**config.mk**
```make
export PLATFORM = sky130hd
export DESIGN_NAME = rom_arbiter
export DESIGN_NICKNAME = d
export VERILOG_FILES = /design/src/rtl/rom_arb_pkg.sv /design/src/rtl/rom_arb_wait_ctr.sv /design/src/rtl/rom_arbiter.sv
export SDC_FILE = /design/constraint.sdc
export NUM_CORES = 1
export LEC_CHECK = 0
export BUFFER_PORTS_ARGS = -buffer_cell sky130_fd_sc_hd__buf_2
export CAP_MARGIN = 20
export CORE_ASPECT_RATIO = 1.5
export CORE_MARGIN = 3
export CORE_UTILIZATION = 42
export CTS_CLUSTER_SIZE = 24
export DETAILED_ROUTE_END_ITERATION = 12
export PLACE_DENSITY = 0.75
export RECOVER_POWER = 100
export SYNTH_ARGS = -nofsm -noshare
export SYNTH_HDL_FRONTEND = slang
export SYNTH_SLANG_ARGS = --single-unit
export TNS_END_PERCENT = 10
```
**constraint.sdc**
```tcl
create_clock -name clk -period 1.85 [get_ports clk]
set_input_delay 0.185 -clock clk [delete_from_list [all_inputs] [get_ports clk]]
set_output_delay 0.185 -clock clk [all_outputs]
set_load 0.02 [all_outputs]
```
**src/rtl/rom_arb_pkg.sv**
```systemverilog
// ============================================================================
// Module  : rom_arb_pkg
// Brief   : Shared constants for the monitor-ROM arbiter (port IDs, owner codes).
// Revision: 1.0 - initial release
// ============================================================================
`default_nettype none

package rom_arb_pkg;

    localparam int DEF_ADDR_W = 8;
    localparam int DEF_DATA_W = 8;

    localparam logic PORT_M0 = 1'b0;
    localparam logic PORT_M1 = 1'b1;

    // Which port, if any, owns the data the ROM presents next cycle
    localparam logic [1:0] OWN_NONE = 2'd0;
    localparam logic [1:0] OWN_M0   = 2'd1;
    localparam logic [1:0] OWN_M1   = 2'd2;

endpackage

`default_nettype wire

```
**src/rtl/rom_arb_wait_ctr.sv**
```systemverilog
// ============================================================================
// Module  : rom_arb_wait_ctr
// Brief   : Saturating count of consecutive cycles port 1 was denied; raises
//           o_force once the count reaches MAX_WAIT.
// Revision: 1.0 - initial release
// ============================================================================
`default_nettype none

module rom_arb_wait_ctr #(
    parameter int MAX_WAIT = 4
) (
    input  logic clk,
    input  logic rst,
    input  logic i_req,
    input  logic i_gnt,
    output logic o_force
);

    localparam logic [3:0] c_MAX = 4'(MAX_WAIT);

    logic [3:0] r_wait;

    always_ff @(posedge clk) begin
        if (rst) begin
            r_wait <= 4'd0;
        end else if (!i_req || i_gnt) begin
            r_wait <= 4'd0;
        end else if (r_wait != c_MAX) begin
            r_wait <= r_wait + 4'd1;
        end
    end

    assign o_force = (r_wait == c_MAX);

endmodule

`default_nettype wire

```
**src/rtl/rom_arbiter.sv**
```systemverilog
// ============================================================================
// Module  : rom_arbiter
// Brief   : Two-port arbiter in front of the synchronous-read monitor ROM.
//           Port 0 has fixed priority with a port-1 starvation guard; define
//           ROM_ARB_ROUND_ROBIN_EN to use round robin instead.
// Revision: 1.0 - initial release
// ============================================================================
`default_nettype none

module rom_arbiter
    import rom_arb_pkg::*;
#(
    parameter int ADDR_W   = DEF_ADDR_W,
    parameter int DATA_W   = DEF_DATA_W,
    parameter int MAX_WAIT = 4
) (
    input  logic              clk,
    input  logic              rst,
    input  logic              m0_req,
    input  logic [ADDR_W-1:0] m0_addr,
    output logic              m0_gnt,
    output logic              m0_rvalid,
    output logic [DATA_W-1:0] m0_rdata,
    input  logic              m1_req,
    input  logic [ADDR_W-1:0] m1_addr,
    output logic              m1_gnt,
    output logic              m1_rvalid,
    output logic [DATA_W-1:0] m1_rdata,
    output logic [ADDR_W-1:0] rom_addr,
    input  logic [DATA_W-1:0] rom_dout
);

    logic              w_gnt0;
    logic              w_gnt1;
    logic              w_pref1;
    logic [1:0]        r_owner;
    logic [ADDR_W-1:0] r_last_addr;

`ifdef ROM_ARB_ROUND_ROBIN_EN
    logic r_last_win;

    always_ff @(posedge clk) begin
        if (rst) begin
            r_last_win <= PORT_M1;
        end else if (w_gnt0) begin
            r_last_win <= PORT_M0;
        end else if (w_gnt1) begin
            r_last_win <= PORT_M1;
        end
    end

    assign w_pref1 = (r_last_win == PORT_M0);
`else
    rom_arb_wait_ctr #(
        .MAX_WAIT (MAX_WAIT)
    ) u_wait_ctr (
        .clk     (clk),
        .rst     (rst),
        .i_req   (m1_req),
        .i_gnt   (w_gnt1),
        .o_force (w_pref1)
    );
`endif

    always_comb begin
        w_gnt1 = !rst && m1_req && (!m0_req || w_pref1);
        w_gnt0 = !rst && m0_req && !w_gnt1;
    end

    // Idle cycles replay the last granted address so the ROM never sees X
    always_comb begin
        rom_addr = r_last_addr;
        if (w_gnt1) begin
            rom_addr = m1_addr;
        end else if (w_gnt0) begin
            rom_addr = m0_addr;
        end
    end

    always_ff @(posedge clk) begin
        if (rst) begin
            r_owner     <= OWN_NONE;
            r_last_addr <= '0;
        end else begin
            if (w_gnt0) begin
                r_owner <= OWN_M0;
            end else if (w_gnt1) begin
                r_owner <= OWN_M1;
            end else begin
                r_owner <= OWN_NONE;
            end
            if (w_gnt0 || w_gnt1) begin
                r_last_addr <= rom_addr;
            end
        end
    end

    assign m0_gnt    = w_gnt0;
    assign m1_gnt    = w_gnt1;
    assign m0_rvalid = !rst && (r_owner == OWN_M0);
    assign m1_rvalid = !rst && (r_owner == OWN_M1);
    assign m0_rdata  = rom_dout;
    assign m1_rdata  = rom_dout;

endmodule

`default_nettype wire

```
* Word level (Yosys, flattened, before mapping)
Cells that the tools add are included.
Word-level totals: register bits after elaboration 14, output and inout bits 28, word-level logic and storage cells 28
Cells by class: add/sub/neg operators 1, equality and inequality tests 4, muxes and demuxes 4, reduce and logical (&&, ||, !) cells 15
Operators with widths (count):
- two-way mux 8 bit | 2
- logical AND 1 bit | 6
- adder 4 x 1 -> 4 bit, second input constant | 1
- equality test 4 x 3 -> 1 bit, second input constant | 1
- logical NOT 1 bit | 4
- inequality test 4 x 3 -> 1 bit, second input constant | 1
- OR reduction 2 bit | 2
- logical OR 1 bit | 3
- equality test 2 x 1 -> 1 bit, second input constant | 1
- equality test 2 bit, second input constant | 1
- two-way mux 2 bit | 1
- two-way mux 1 bit | 1

* Logic depth before layout (Yosys ltp)
depth in word-level cells 7, depth in mapped cells 6

* Hierarchy
Synthesis repeated with hierarchy kept, for this count alone.
Second synthesis, totals: cells, all modules 93, area total of the unflattened synthesis 834.6 sq um
By module, submodules not included:
- rom_arbiter | instances 1, cells an instance 72, area each 620.6 sq um
- rom_arb_wait_ctr | instances 1, cells an instance 21, area each 214.0 sq um

* Worst setup path after synthesis
No wires, ideal clock.
kind reg2out, from register u_wait_ctr.r_wait[0], to output port rom_addr[0], data arrival time 1.254 ns, required time 1.665 ns, path slack 0.411 ns, cell stages (with the launch flop) 7, cell sequence dfxtp_1 -> inv_1 -> ha_1 -> nand3b_2 -> buf_6 -> a211o_1 -> nand2_1
On the way: word-level cells in the longest chain between the ends 7
RTL lines:
- start: declaration | line rom_arb_wait_ctr.sv:21 | logic [3:0] r_wait;
- start signal: assignment | line rom_arb_wait_ctr.sv:29 | r_wait <= r_wait + 4'd1;
- equality test 4 x 3 -> 1 bit (*) | line rom_arb_wait_ctr.sv:33 | assign o_force = (r_wait == c_MAX);
- logical OR 1 bit (*) | line rom_arbiter.sv:66 | w_gnt1 = !rst && m1_req && (!m0_req || w_pref1);
- logical AND 1 bit (*) | line rom_arbiter.sv:66
- logical NOT 1 bit | line rom_arbiter.sv:67 | w_gnt0 = !rst && m0_req && !w_gnt1;
- logical AND 1 bit | line rom_arbiter.sv:67
- two-way mux 8 bit | line rom_arbiter.sv:75 | end else if (w_gnt0) begin
- two-way mux 8 bit (*) | line rom_arbiter.sv:73 | if (w_gnt1) begin
- end: declaration | line rom_arbiter.sv:29 | output logic [ADDR_W-1:0] rom_addr,
Every way passes the cells marked *; elsewhere a longest branch is shown, timed or not.

* Final worst setup path
from register u_wait_ctr.r_wait[1], to output port rom_addr[2]
Same word-level chain as after synthesis.

==> results.toml <==
[floorplan]
start_util_pct = 44.8
rows = 20
io_pins = 56
fp.coreArea_um2 = 2080
die_w_um = 44.4
die_h_um = 63.7
fp.dieArea_um2 = 2830

[synthesis]
yosys_warnings = 0
ys_ff_latch = 14
avgSynthCellArea_um2 = 8.54
seq_area_frac_synth_pct = 30.1
synth_cell_types = 27
syn_area_um2 = 931
syn-num-nets = 139
netlist_instances = 109

[final_layout]
diodes = 0
fin_area_um2 = 1140
final_cell_mix = "buf_2, nor2_1, dfxtp_1"
layout.nets = 159
fill_cells = 200
final_common_cell = "buf_2"
multi_input_area_um2 = 581
drive_gt1_share_pct = 48.0
seq_area_um2 = 284
final_cell_count_no_fill = 149
syn_to_final_growth_pct = 22.6
final_util_pct = 54.9

[clocking]
numCtsBuffers = 3
cts_tree = "yes"
cts_sinks = 14
hold_buffers = 0
clkSlewWorstSetupHoldPaths_ns = 0.08
clockBufferDepth = 2
h-tree-depth = 1
root_buffer = "clkbuf_4"
clock_latency_ns = 0.28

[sta]
timing.slew.headroom_pct = 62.5
rsz0062_at_grt = "no"
hold_ws_ns = 0.129
drv_slew = 0
finalCriticalPeriod_ns = 1.79
hold_viol_final = 0
max_freq_mhz = 559
timing.setup.tns_ns = 0
setup_viol = 0
worst_slew_pin_slew_ns = 0.562
finalClockSkew_ns = 0.00296
min_period_over_period_pct = 96.7

[run_status]
outcome = "completed"

[critical_path]
r2r_cells = 5
path_cells = "inv_2 -> ha_4 -> nand3b_4 -> a211o_1 -> nand2_1 -> buf_2"
arrival_ns = 1.60
crit_family = "compound AO/OA/AOI/OAI gates"
cp_max_fo = 6
setup.worst_path.start = "u_wait_ctr.r_wait[1]$_SDFFE_PP0N_"
crit_end = "rom_addr[2]"
reg2reg_slack_ns = 0.44
cp-end-kind = "primary output"
crit_type = "reg -> out"
worstPathRequired_ns = 1.66
max_stage_delay_ns = 0.35
reg2reg_from = "u_wait_ctr.r_wait[1]$_SDFFE_PP0N_"
worstSetupPathDepth = 6
path_buf_inv = 2
cp_slowest_cell = "a211o_1"
timing.rr.end = "r_last_addr[3]$_SDFFE_PP0P_"
cp-start-kind = "flop"

[placement]
placed_area_um2 = 976
gp_congestion = 0.703
numPortBuffers = 31
dpl.hpwl_um = 1440
dp_cells = 142

[power_and_ir_drop]
power_switching_mw = 0.200
p_int_mw = 0.459
p_leak_nw = 0.512
clkPwrFrac_pct = 25.6
pwr-share-comb_pct = 25.6
powerDensity_nw_per_um2 = 577
p_seq_share_pct = 48.8
irDropWorstVdd_uv = 410
switching_share_pct = 30.3

[routing]
detail-route-antenna-nets = 0
via_per_inst = 5.86
wl_um = 2340
post-route-drc-count = 0
first_pass_iters = 4
drt-initial-drc-count = 16
wl_per_cell_um = 15.7
vias = 873

[global_routing]
first_global_vias = 866
grt_overflow = 0
grt.total_usage_pct = 16.6
grt_antenna_before_repair = 0
grt_max_degree = 15
grt_pass1_wl_um = 3600

[run]
max_cap_viol_count = 0

[min_path]
hp-class = "in -> reg"
==> sequential cells by signal, indices dropped and copies added (netlist names) <==
signal	flops
r_owner	2
r_last_addr	8
u_wait_ctr.r_wait	4
==> timing repair <==
item,4_1_cts,5_1_grt
gates resized for setup,13,9
buffers inserted,0,2
gates cloned,1,1
pin swaps,4,6
endpoints found under the setup margin,8,8
==> kinds of logic after synthesis <==
group           Yosys count  share of synthesized area (%)
compound gates           27                           27.2
fa+ha+maj                 2                           2.69
buf+inv                  33                           20.8
xor+xnor                  2                           1.88
flops                    14                           30.1
simple gates             31                           17.3
==> synth_stat cells, drive strengths merged <==
library cell | instances | area share, %
xnor2 | 1 | 0.94
nor2b | 1 | 0.67
a211oi | 8 | 10
nand2b | 1 | 0.67
clkbuf | 1 | 0.40
nand3b | 1 | 1.2
buf | 21 | 16
a21oi | 2 | 1.1
xor2 | 1 | 0.94
nor3b | 2 | 1.6
a32oi | 8 | 7.5
o21bai | 1 | 0.81
nand4b | 2 | 2.6
or2 | 1 | 0.67
dfxtp | 14 | 30
inv | 11 | 4.4
nor2 | 12 | 4.8
nand2 | 8 | 3.2
ha | 2 | 2.7
and2 | 2 | 1.3
nand3 | 1 | 0.54
a211o | 8 | 7.5
==> worst min path at each step <==
stage / from / endpoint / slack (ns) / depth (start not counted)
floorplan: m1_req / u_wait_ctr.r_wait[1]$_SDFFE_PP0N_ / 0.40 / 2
global placement: rom_dout[5] / m0_rdata[5] / 0.37 / 0
detailed placement: rom_dout[5] / m0_rdata[5] / 0.37 / 0
CTS: rst / r_last_addr[2]$_SDFFE_PP0P_ / 0.12 / 2
global route: rst / r_last_addr[2]$_SDFFE_PP0P_ / 0.13 / 2
finish: rst / r_last_addr[2]$_SDFFE_PP0P_ / 0.13 / 2
==> per-layer routing <==
layer / vias to the layer above / share of wire, % / GRT usage [%] / wire [um]
met5: - / 0 / 0 / 0
met4: 0 / 1.7 / 9.43 / 40
met3: 6 / 7.1 / 3.14 / 167
met2: 35 / 55 / 27.9 / 1280
met1: 422 / 37 / 18.7 / 857
li1: 410 / - / - / -
==> through the flow <==
step / power (mW) / setup slack [ns]
after detailed placement: 0.470 / 0.210
after global routing: 0.689 / 0.000726
after global placement: 0.466 / 0.272
after floorplan: 0.467 / 0.411
final: 0.659 / 0.0603
after CTS: 0.657 / 0.000232
==> final cells by class <==
class	instances	area share [%]
Tap cell	22	2.41
Multi-Input combinational cell	64	50.9
Timing Repair Buffer	35	16.2
Inverter	11	3.62
Sequential cell	14	24.9
Clock buffer	3	1.97
==> power by group through the flow <==
stage | registers (mW) | logic, mW | clock network, mW
global route | 0.323 | 0.182 | 0.185
CTS | 0.321 | 0.161 | 0.176
global placement | 0.325 | 0.140 | 0
floorplan | 0.325 | 0.142 | 0
detailed placement | 0.326 | 0.143 | 0
finish | 0.321 | 0.169 | 0.169
Note: power is estimated with default switching activity, not from simulation.
